## config.mk

```make
export PLATFORM = sky130hd
export DESIGN_NAME = mc_ctrl
export DESIGN_NICKNAME = d
export VERILOG_FILES = /design/src/rtl/mc_ctrl_pkg.sv /design/src/rtl/mc_decode.sv /design/src/rtl/mc_ctrl.sv
export SDC_FILE = /design/constraint.sdc
export NUM_CORES = 1
export LEC_CHECK = 0
export CAP_MARGIN = 20
export CORE_ASPECT_RATIO = 1.75
export CORE_MARGIN = 2
export CORE_UTILIZATION = 40
export DETAILED_ROUTE_END_ITERATION = 10
export MAX_ROUTING_LAYER = met4
export PLACE_DENSITY_LB_ADDON = 0.3
export SYNTH_ARGS = -nofsm -noshare
export SYNTH_HDL_FRONTEND = slang
export SYNTH_HIERARCHICAL = 1
export SYNTH_SLANG_ARGS = --single-unit
```

## constraint.sdc

```tcl
create_clock -name clk -period 6.16 [get_ports clk]
set_input_delay 1.54 -clock clk [delete_from_list [all_inputs] [get_ports clk]]
set_output_delay 1.54 -clock clk [all_outputs]
set_load 0.01 [all_outputs]
```

## src/rtl/mc_ctrl_pkg.sv

```systemverilog
// Shared encodings for the multi-cycle MIPS controller: state codes, opcode/funct
// constants and the datapath select encodings driven by mc_ctrl.
package mc_ctrl_pkg;

  typedef enum logic [3:0] {
    S_FETCH = 4'd0,
    S_DCD   = 4'd1,
    S_MA    = 4'd2,
    S_MRD   = 4'd3,
    S_MWR   = 4'd4,
    S_WBM   = 4'd5,
    S_EXR   = 4'd6,
    S_WBR   = 4'd7,
    S_EXI   = 4'd8,
    S_WBI   = 4'd9,
    S_BR    = 4'd10,
    S_JMP   = 4'd11,
    S_ILL   = 4'd15
  } state_t;

  typedef enum logic [2:0] {
    C_R_ALU,
    C_IMM,
    C_LD,
    C_ST,
    C_BEQ,
    C_JMP,
    C_BAD
  } iclass_t;

  localparam logic [5:0] OP_RTYPE = 6'b000000;
  localparam logic [5:0] OP_LW    = 6'b100011;
  localparam logic [5:0] OP_SW    = 6'b101011;
  localparam logic [5:0] OP_ORI   = 6'b001101;
  localparam logic [5:0] OP_ADDIU = 6'b001001;
  localparam logic [5:0] OP_LUI   = 6'b001111;
  localparam logic [5:0] OP_BEQ   = 6'b000100;
  localparam logic [5:0] OP_J     = 6'b000010;

  localparam logic [5:0] FN_ADDU = 6'b100001;
  localparam logic [5:0] FN_SUBU = 6'b100011;
  localparam logic [5:0] FN_OR   = 6'b100101;
  localparam logic [5:0] FN_SLT  = 6'b101010;

  localparam logic [1:0] ALU_ADD = 2'b00;
  localparam logic [1:0] ALU_SUB = 2'b01;
  localparam logic [1:0] ALU_OR  = 2'b10;
  localparam logic [1:0] ALU_SLT = 2'b11;

  localparam logic [1:0] EXT_ZERO = 2'b00;
  localparam logic [1:0] EXT_SIGN = 2'b01;
  localparam logic [1:0] EXT_LUI  = 2'b10;

  localparam logic [1:0] NPC_PLUS4  = 2'b00;
  localparam logic [1:0] NPC_BRANCH = 2'b01;
  localparam logic [1:0] NPC_JUMP   = 2'b10;

  localparam logic [1:0] SRC_RD2  = 2'b00;
  localparam logic [1:0] SRC_FOUR = 2'b01;
  localparam logic [1:0] SRC_IMM  = 2'b10;

  localparam logic [1:0] ERR_NONE    = 2'b00;
  localparam logic [1:0] ERR_OPCODE  = 2'b01;
  localparam logic [1:0] ERR_TIMEOUT = 2'b10;

endpackage

```

## src/rtl/mc_decode.sv

```systemverilog
// Combinational instruction classifier: latched Op/Funct to instruction class
// plus the ALU operation and immediate extension used by the execute states.
module mc_decode
  import mc_ctrl_pkg::*;
(
  input  logic [5:0] Op,
  input  logic [5:0] Funct,
  output iclass_t    iclass,
  output logic [1:0] alu_op,
  output logic [1:0] ext_op
);

  always_comb begin
    iclass = C_BAD;
    alu_op = ALU_ADD;
    ext_op = EXT_ZERO;
    unique case (Op)
      OP_RTYPE: begin
        iclass = C_R_ALU;
        case (Funct)
          FN_ADDU: alu_op = ALU_ADD;
          FN_SUBU: alu_op = ALU_SUB;
          FN_OR:   alu_op = ALU_OR;
          FN_SLT:  alu_op = ALU_SLT;
          default: iclass = C_BAD;
        endcase
      end
      OP_ORI:   begin iclass = C_IMM; alu_op = ALU_OR;  ext_op = EXT_ZERO; end
      OP_ADDIU: begin iclass = C_IMM; alu_op = ALU_ADD; ext_op = EXT_SIGN; end
      OP_LUI:   begin iclass = C_IMM; alu_op = ALU_OR;  ext_op = EXT_LUI;  end
      OP_LW:    iclass = C_LD;
      OP_SW:    iclass = C_ST;
      OP_BEQ:   iclass = C_BEQ;
      OP_J:     iclass = C_JMP;
      default:  iclass = C_BAD;
    endcase
  end

endmodule

```

## src/rtl/mc_ctrl.sv

```systemverilog
// Multi-cycle control FSM for the MIPS datapath: Moore strobes per state, data
// memory wait handling with timeout trap, and a retired-instruction counter.
module mc_ctrl
  import mc_ctrl_pkg::*;
#(
  parameter int CNT_W    = 32,
  parameter int WAIT_MAX = 15
) (
  input  logic             clk,
  input  logic             rst,
  input  logic [5:0]       Op,
  input  logic [5:0]       Funct,
  input  logic             zero,
  input  logic             mem_rdy,
  output logic             PCWr,
  output logic             IRWr,
  output logic             RegW,
  output logic             RegDst,
  output logic             Mem2R,
  output logic             MemR,
  output logic             MemW,
  output logic             AluSrcA,
  output logic [1:0]       AluSrc,
  output logic [1:0]       ALUOp,
  output logic [1:0]       ExtOp,
  output logic [1:0]       NPCOp,
  output logic [3:0]       state_o,
  output logic             illegal,
  output logic [1:0]       err_code,
  output logic [CNT_W-1:0] instr_cnt
);

  localparam logic [7:0] WAIT_LIM = 8'(WAIT_MAX);

  state_t     state, state_nxt;
  iclass_t    iclass;
  logic [1:0] dec_alu_op, dec_ext_op;
  logic [7:0] wait_cnt;
  logic       in_mem, mem_timeout;

  mc_decode u_decode (
    .Op     (Op),
    .Funct  (Funct),
    .iclass (iclass),
    .alu_op (dec_alu_op),
    .ext_op (dec_ext_op)
  );

  assign in_mem      = (state == S_MRD) || (state == S_MWR);
  assign mem_timeout = in_mem && !mem_rdy && (wait_cnt == WAIT_LIM);
  assign state_o     = state;

  always_ff @(posedge clk) begin
    if (!rst) begin
      state     <= S_FETCH;
      instr_cnt <= '0;
      illegal   <= 1'b0;
      err_code  <= ERR_NONE;
      wait_cnt  <= '0;
    end else begin
      state <= state_nxt;
      // ILL never leaves without reset, so any entry into FETCH retires an instruction
      if (state_nxt == S_FETCH)
        instr_cnt <= instr_cnt + CNT_W'(1);
      if (state_nxt == S_ILL && state != S_ILL) begin
        illegal  <= 1'b1;
        err_code <= (state == S_DCD) ? ERR_OPCODE : ERR_TIMEOUT;
      end
      if (in_mem && !mem_rdy)
        wait_cnt <= wait_cnt + 8'd1;
      else
        wait_cnt <= '0;
    end
  end

  always_comb begin
    state_nxt = state;
    unique case (state)
      S_FETCH: state_nxt = S_DCD;
      S_DCD: begin
        case (iclass)
          C_R_ALU: state_nxt = S_EXR;
          C_IMM:   state_nxt = S_EXI;
          C_LD,
          C_ST:    state_nxt = S_MA;
          C_BEQ:   state_nxt = S_BR;
          C_JMP:   state_nxt = S_JMP;
          default: state_nxt = S_ILL;
        endcase
      end
      S_MA:  state_nxt = (iclass == C_LD) ? S_MRD : S_MWR;
      S_MRD: state_nxt = mem_rdy ? S_WBM : (mem_timeout ? S_ILL : S_MRD);
      S_MWR: state_nxt = mem_rdy ? S_FETCH : (mem_timeout ? S_ILL : S_MWR);
      S_EXR: state_nxt = S_WBR;
      S_EXI: state_nxt = S_WBI;
      S_WBM, S_WBR, S_WBI, S_BR, S_JMP: state_nxt = S_FETCH;
      S_ILL: state_nxt = S_ILL;
      default: state_nxt = S_FETCH;
    endcase
  end

  always_comb begin
    PCWr    = 1'b0;
    IRWr    = 1'b0;
    RegW    = 1'b0;
    RegDst  = 1'b0;
    Mem2R   = 1'b0;
    MemR    = 1'b0;
    MemW    = 1'b0;
    AluSrcA = 1'b0;
    AluSrc  = SRC_RD2;
    ALUOp   = ALU_ADD;
    ExtOp   = EXT_ZERO;
    NPCOp   = NPC_PLUS4;
    unique case (state)
      S_FETCH: begin
        IRWr = 1'b1; PCWr = 1'b1; AluSrc = SRC_FOUR;
      end
      S_EXR: begin
        AluSrcA = 1'b1; AluSrc = SRC_RD2; ALUOp = dec_alu_op;
      end
      S_WBR: RegW = 1'b1;
      // lui encodes rs=$zero, so the RD1 latch already supplies the zero operand
      S_EXI: begin
        AluSrcA = 1'b1; AluSrc = SRC_IMM; ALUOp = dec_alu_op; ExtOp = dec_ext_op;
      end
      S_WBI: begin RegW = 1'b1; RegDst = 1'b1; end
      S_MA: begin
        AluSrcA = 1'b1; AluSrc = SRC_IMM; ALUOp = ALU_ADD; ExtOp = EXT_SIGN;
      end
      S_MRD: MemR = 1'b1;
      S_MWR: MemW = 1'b1;
      S_WBM: begin RegW = 1'b1; RegDst = 1'b1; Mem2R = 1'b1; end
      S_BR: begin
        AluSrcA = 1'b1; AluSrc = SRC_RD2; ALUOp = ALU_SUB;
        NPCOp = NPC_BRANCH; PCWr = zero;
      end
      S_JMP: begin NPCOp = NPC_JUMP; PCWr = 1'b1; end
      default: ;
    endcase
    // Reset is synchronous, so the state may still be mid-instruction here
    if (!rst) begin
      PCWr = 1'b0;
      IRWr = 1'b0;
      RegW = 1'b0;
      MemR = 1'b0;
      MemW = 1'b0;
    end
  end

endmodule

```

## Word level (Yosys, flattened, before mapping)

Index checks and enable logic that the tools add are counted.
Widths: inputs -> output; s select.

| operators by class | value |
|---|---|
| divide/modulo/power cells | 0 |
| equality and inequality tests | 31 |
| order comparisons | 0 |
| add/subtract/negate cells | 2 |
| reduce and logical (&&, ||, !) cells | 20 |
| bitwise gates (word level) | 0 |
| multiplexer cells | 30 |
| multiply operators | 0 |
| shifts and indexed selects | 0 |

Operators with widths:

| operator | number |
|---|---|
| $eq 6x6->1 const B | 6 |
| $add 32x1->32 const B | 1 |
| $pmux 4 s8 | 1 |
| $eq 4x4->1 const B | 6 |
| $pmux 2 s2 | 6 |
| $pmux 4 s5 | 1 |
| $eq 6x4->1 const B | 3 |
| $pmux 3 s6 | 1 |
| $eq 4x3->1 const B | 4 |
| $mux 4 | 4 |
| $mux 1 | 12 |
| $reduce_or 2->1 | 6 |
| $add 8x1->8 const B | 1 |
| $eq 4x2->1 const B | 2 |
| $eq 8x4->1 const B | 1 |
| $logic_not 4->1 | 2 |
| $reduce_or 4->1 | 2 |
| $eq 3x2->1 const B | 2 |
| $eq 3x3->1 const B | 2 |
| $eq 6x2->1 const B | 1 |
| $eq 6x3->1 const B | 1 |
| $logic_not 6->1 | 1 |
| $mux 3 | 2 |
| $pmux 2 s3 | 1 |
| 11 further kinds | 14 |

| storage, ports and cells | value |
|---|---|
| bits in registers | 47 |
| bits of input ports | 16 |
| ROM bits | 0 |
| output and inout port bits | 55 |
| logic and storage cells | 88 |
| bits in latches | 0 |
| memories kept | 0 |
| memory bits (writable) | 0 |

## Depth between registers and ports, before layout

| depth | value |
|---|---|
| depth in word-level cells | 10 |
| depth in mapped cells | 13 |
| mapped depth without buffers | 10 |

## Modules after synthesis

The synthesis kept the hierarchy.

Modules (own cells, without submodules):

| module | area an instance (um^2) | sequential area each (um^2) | times used | cells each |
|---|---|---|---|---|
| mc_ctrl | 2,707.6 | 940.9 | 1 | 335 |
| mc_decode | 214.0 | 0.0 | 1 | 33 |

## Least setup slack after synthesis

OpenSTA, ideal clock, no wires.

| timing path | value |
|---|---|
| path kind | input -> register |
| from | input Funct[2] |
| to | register instr_cnt[20] |
| slack | 2.080 ns |
| data required time | 6.090 ns |
| cell stages on the path | 11 |
| path buffers | 1 |
| library setup time | 0.070 ns |
| arrival | 4.009 ns |
| cell sequence | and4bb_1 a31oi_1 nor3b_1 o21ai_0 nor2b_1 o21ba_1 o32ai_2 or4b_4 buf_6 or4_1 a21oi_1 |

| between the ends | value |
|---|---|
| longest elaborated chain between the ends | 9 |
| elaborated cells between the ends (all ways) | 18 |
| classes of those cells | eq/ne (9); mux (5); reduce/logical (4) |

Ends and longest elaborated chain:

| what | line | source |
|---|---|---|
| start: declaration | mc_ctrl.sv:12 | `input logic [5:0] Funct,` |
| $eq 6x6->1 | mc_decode.sv:20 | `case (Funct)` |
| $reduce_or 4->1 (no source line) * | n/a |  |
| $mux 3 * | mc_decode.sv:20 |  |
| $pmux 3 s6 * | mc_decode.sv:17 | `unique case (Op)` |
| named net iclass[2] | mc_ctrl.sv:36 | `iclass_t iclass;` |
| $eq 3x2->1 (on tied branches) | mc_ctrl.sv:81, mc_ctrl.sv:91 |  |
| $reduce_or 2->1 | mc_ctrl.sv:81 | `case (iclass)` |
| $pmux 4 s5 | mc_ctrl.sv:81 |  |
| $pmux 4 s8 * | mc_ctrl.sv:78 | `unique case (state)` |
| $logic_not 4->1 * | mc_ctrl.sv:63 | `if (state_nxt == S_FETCH)` |
| end signal: assignment | mc_ctrl.sv:64 | `instr_cnt <= instr_cnt + CNT_W'(1);` |
| end: declaration | mc_ctrl.sv:30 | `output logic [CNT_W-1:0] instr_cnt` |

The timed path passes the listed nets; every way through them passes the cells marked *.
A chain may end at the register's enable or synchronous reset.

## Worst setup path after layout

| timing path | value |
|---|---|
| from | input Op[5] |
| to | output ALUOp[0] |

| between the ends | value |
|---|---|
| longest elaborated chain between the ends | 4 |
| elaborated cells between the ends (all ways) | 6 |
| classes of those cells | eq/ne (2); mux (2); reduce/logical (2) |

Ends and longest elaborated chain:

| what | line | source |
|---|---|---|
| start: declaration | mc_ctrl.sv:11 | `input logic [5:0] Op,` |
| $eq 6x4->1 | mc_decode.sv:17 |  |
| $reduce_or 2->1 (no source line) | n/a |  |
| $pmux 2 s2 * | mc_decode.sv:17 |  |
| named net dec_alu_op[0] | mc_ctrl.sv:37 | `logic [1:0] dec_alu_op, dec_ext_op;` |
| $pmux 2 s2 * | mc_ctrl.sv:115 | `unique case (state)` |
| end: declaration | mc_ctrl.sv:24 | `output logic [1:0] ALUOp,` |

Marked as above.

==> results.tsv <==
stage	metric	value	unit
routing	routed_wl	8180	µm
grt	grtUsageTotal	0.217	
worst_setup_path	critPathKind	in2out	
clock_network	hold_buffers	0	
clock_network	post_cts_buffers	0	
yosys	netlist_area	0.00292	mm²
final_layout	drive_gt1_frac	0.0467	
power	powerDensity	321	mW/mm²
clock_network	clkSinkCount	47	
worst_hold_path	hp-class	reg2reg	
placed_design	port_buffers	70	
floorplan	die_w	68.6	µm
clock_network	clk_latency	0.29	ns
floorplan	io_pins	71	
timing	totalNegativeSetupSlack	0	ns
final_layout	seq_area	941	µm²
timing	hold_viol_final	0	
floorplan	die-area	0.00803	mm²
grt	grt_first_pass_wirelength	13100	µm
power	finalPower	1.23	mW
yosys	synthCells	368	
grt	grt_overflow	0	
final_layout	nNetsFinal	445	
yosys	synth_top_cell_by_area	dfxtp_1	
clock_network	cts_tree	yes	
yosys	synthArstFlopShare	0	
grt	grt_pass1_vias	2848	
timing	fmax	0.195	GHz
worst_setup_path	worstSetupEndpointType	primary output	
placed_design	gp_congestion	0.871	
worst_setup_path	cp-start-kind	primary input	
clock_network	root_buffer	clkbuf_16	
timing	slew_viol_final	0	
grt	grt_max_degree	35	
timing	slew_headroom	0.387	
clock_network	htreeDepth	2	
yosys	synth_ff_type	dfxtp_1	
yosys	synth_nets	386	
grt	grt_antenna_before_repair	0	
final_layout	antennaDiodeCount	0	
routing	post-route-drc-count	0	
yosys	synth_seq_cells	47	
routing	drtIter0Drc	149	
yosys	synth_edf_count	0	
timing	rsz0062_at_grt	no	
final_layout	area_growth_syn_to_layout	30.8	%
floorplan	chipHeight	117	µm
clock_network	cts.path.max_buffers	2	
timing	min_period	5.14	ns
worst_setup_path	arrival	3.60	ns
final_layout	multi_input_area	0.00183	mm²
yosys	ys_warn_count	6	
routing	vias_per_cell	6.00	
timing	worst_pin_slew	0.912	ns
clock_network	clkTransAtPathRegs	0.06	ns
run	cap_violations	0	
timing	setup_viol_count_final	0	
timing	skew	0.00666	ns
worst_setup_path	path_max_fanout	7	
yosys	syn_area_per_cell	7.94	µm²
status	outcome	completed	
routing	dr.pass1.iters	4	
routing	vias	3084	
routing	wl_met3	442	µm
worst_setup_path	r2r_cells	7	
yosys	post_synth_num_cell_types	57	
worst_setup_path	cp_cell_sequence	clkdlybuf4s50_1, nor3_1, and3_1, nand2_1, nand2_1, a22oi_1, nor2_1, clkdlybuf4s50_1	
yosys	synthTopCellsByArea	dfxtp_1, a21oi_1, o31ai_1	
worst_setup_path	crit_slowest_cell	clkdlybuf4s50_1	
routing	met1_length	3060	µm
floorplan	core_region_area	0.00713	mm²
worst_hold_path	hold_path_depth	2	
worst_setup_path	max_stage_delay	0.55	ns
floorplan	fp-row-count	41	
power	cellLeakagePower	1.22	nW
worst_setup_path	cp.required	4.62	ns
routing	top_layer	met4	
clock_network	numCtsBuffers	5	
yosys	yosys.area.top_type_share	0.322	
yosys	seq_area_frac_synth	0.322	
timing	post-route-period-util	0.834	
power	ir_drop	202	µV
final_layout	nFillCells	700	
floorplan	start_util	0.410	
clock_network	ctsResizeCount	0	
placed_design	hpwl	6050	µm
routing	wire_per_inst	15.9	µm
routing	ant_nets	0	
routing	dr_wl_met2	4440	µm
==> placed cells by master (no fill, tap or decap), drive strengths merged, types with 13 or more instances in the layout <==
| cell type | netlist | final |
|---|---|---|
| a21oi | 34 | 34 |
| clkdlybuf4s50 | 0 | 70 |
| dfxtp | 47 | 47 |
| nand2 | 28 | 28 |
| nand3 | 13 | 13 |
| nand4 | 14 | 14 |
| nor2 | 31 | 31 |
| nor3 | 15 | 15 |
| o31ai | 21 | 21 |
| or4 | 21 | 21 |
==> sequential cells by signal (all words and copies together), names as in the netlist <==
name       flops
instr_cnt     32
wait_cnt       8
state_o        4
err_code       2
illegal        1
==> per-stage QoR <==
stage	hold slack, ns	util	cells	setup slack (ns)	cell area, µm²
2_1_floorplan	0.418	-	368	2.08	2920
3_3_place_gp	0.433	0.511	506	1.11	3650
3_5_place_dp	0.440	0.511	506	1.08	3650
4_1_cts	0.449	0.536	514	1.06	3820
5_1_grt	0.479	0.536	514	0.903	3820
6_report	0.444	0.536	514	1.02	3820
==> layer usage <==
metal,vias to the layer above,GRT usage
met5,-,-
met1,1446,0.222
met3,19,0.0287
met2,97,0.390
met4,0,0.109
li1,1522,-
==> cell type report <==
cell class	instances	share of cell area
sequential	47	0.246
clock inverter	2	0.00917
timing repair buffer	74	0.191
multi-input combinational	290	0.480
inverter	9	0.00884
clock buffer	6	0.0363
tap	86	0.0282
==> worst max-delay path, delay by kind of cell <==
kind / cells / cell delay, ns
AO/OA/AOI/OAI: 1 / 0.06
buffers and inverters: 2 / 1.08
AND/OR/NAND/NOR: 5 / 0.91
==> cell usage after synthesis (all sizes together) (3+ instances only) <==
cell,instances
nor4,4
nor2,31
or4,21
o41ai,6
clkbuf,15
nor3,15
o311ai,4
nand4,14
o31ai,21
a21oi,34
nand2,28
inv,9
o211ai,5
nor2b,5
or3,3
mux2i,3
nor4b,3
nand2b,12
o31a,3
nor3b,5
dfxtp,47
o21ai,5
xor2,4
and3,11
xnor2,6
o21a,6
nand3,13
buf,7
==> cell families (layout without fill, tap and decap cells) <==
kind of cell    count (synthesis)  in the layout  synth area share
compound gates                 96             96             0.231
xor+xnor                       10             10            0.0300
fa+ha+maj                       2              2           0.00856
buf+inv                        31             91            0.0501
flops                          47             47             0.322
mux                             3              3            0.0103
simple gates                  179            179             0.348
==> path summary, 6_finish.rpt <==
kind | startpoint | to | slack (ns)
setup reg to reg | state_o[3]$_SDFF_PN0_ | instr_cnt[15]$_SDFFE_PN0N_ | 3.22
hold reg to reg | illegal$_SDFFE_PN0P_ | illegal$_SDFFE_PN0P_ | 0.44
setup / recovery | Op[5] | ALUOp[0] | 1.02
hold / removal | illegal$_SDFFE_PN0P_ | illegal$_SDFFE_PN0P_ | 0.44
==> where the power goes <==
part,total [mW],internal [mW],switching [mW]
registers,0.386,0.322,0.0642
clock network,0.315,0.202,0.113
logic,0.526,0.204,0.322
total,1.23,0.727,0.499
Note: power is estimated with default switching activity, not from simulation.
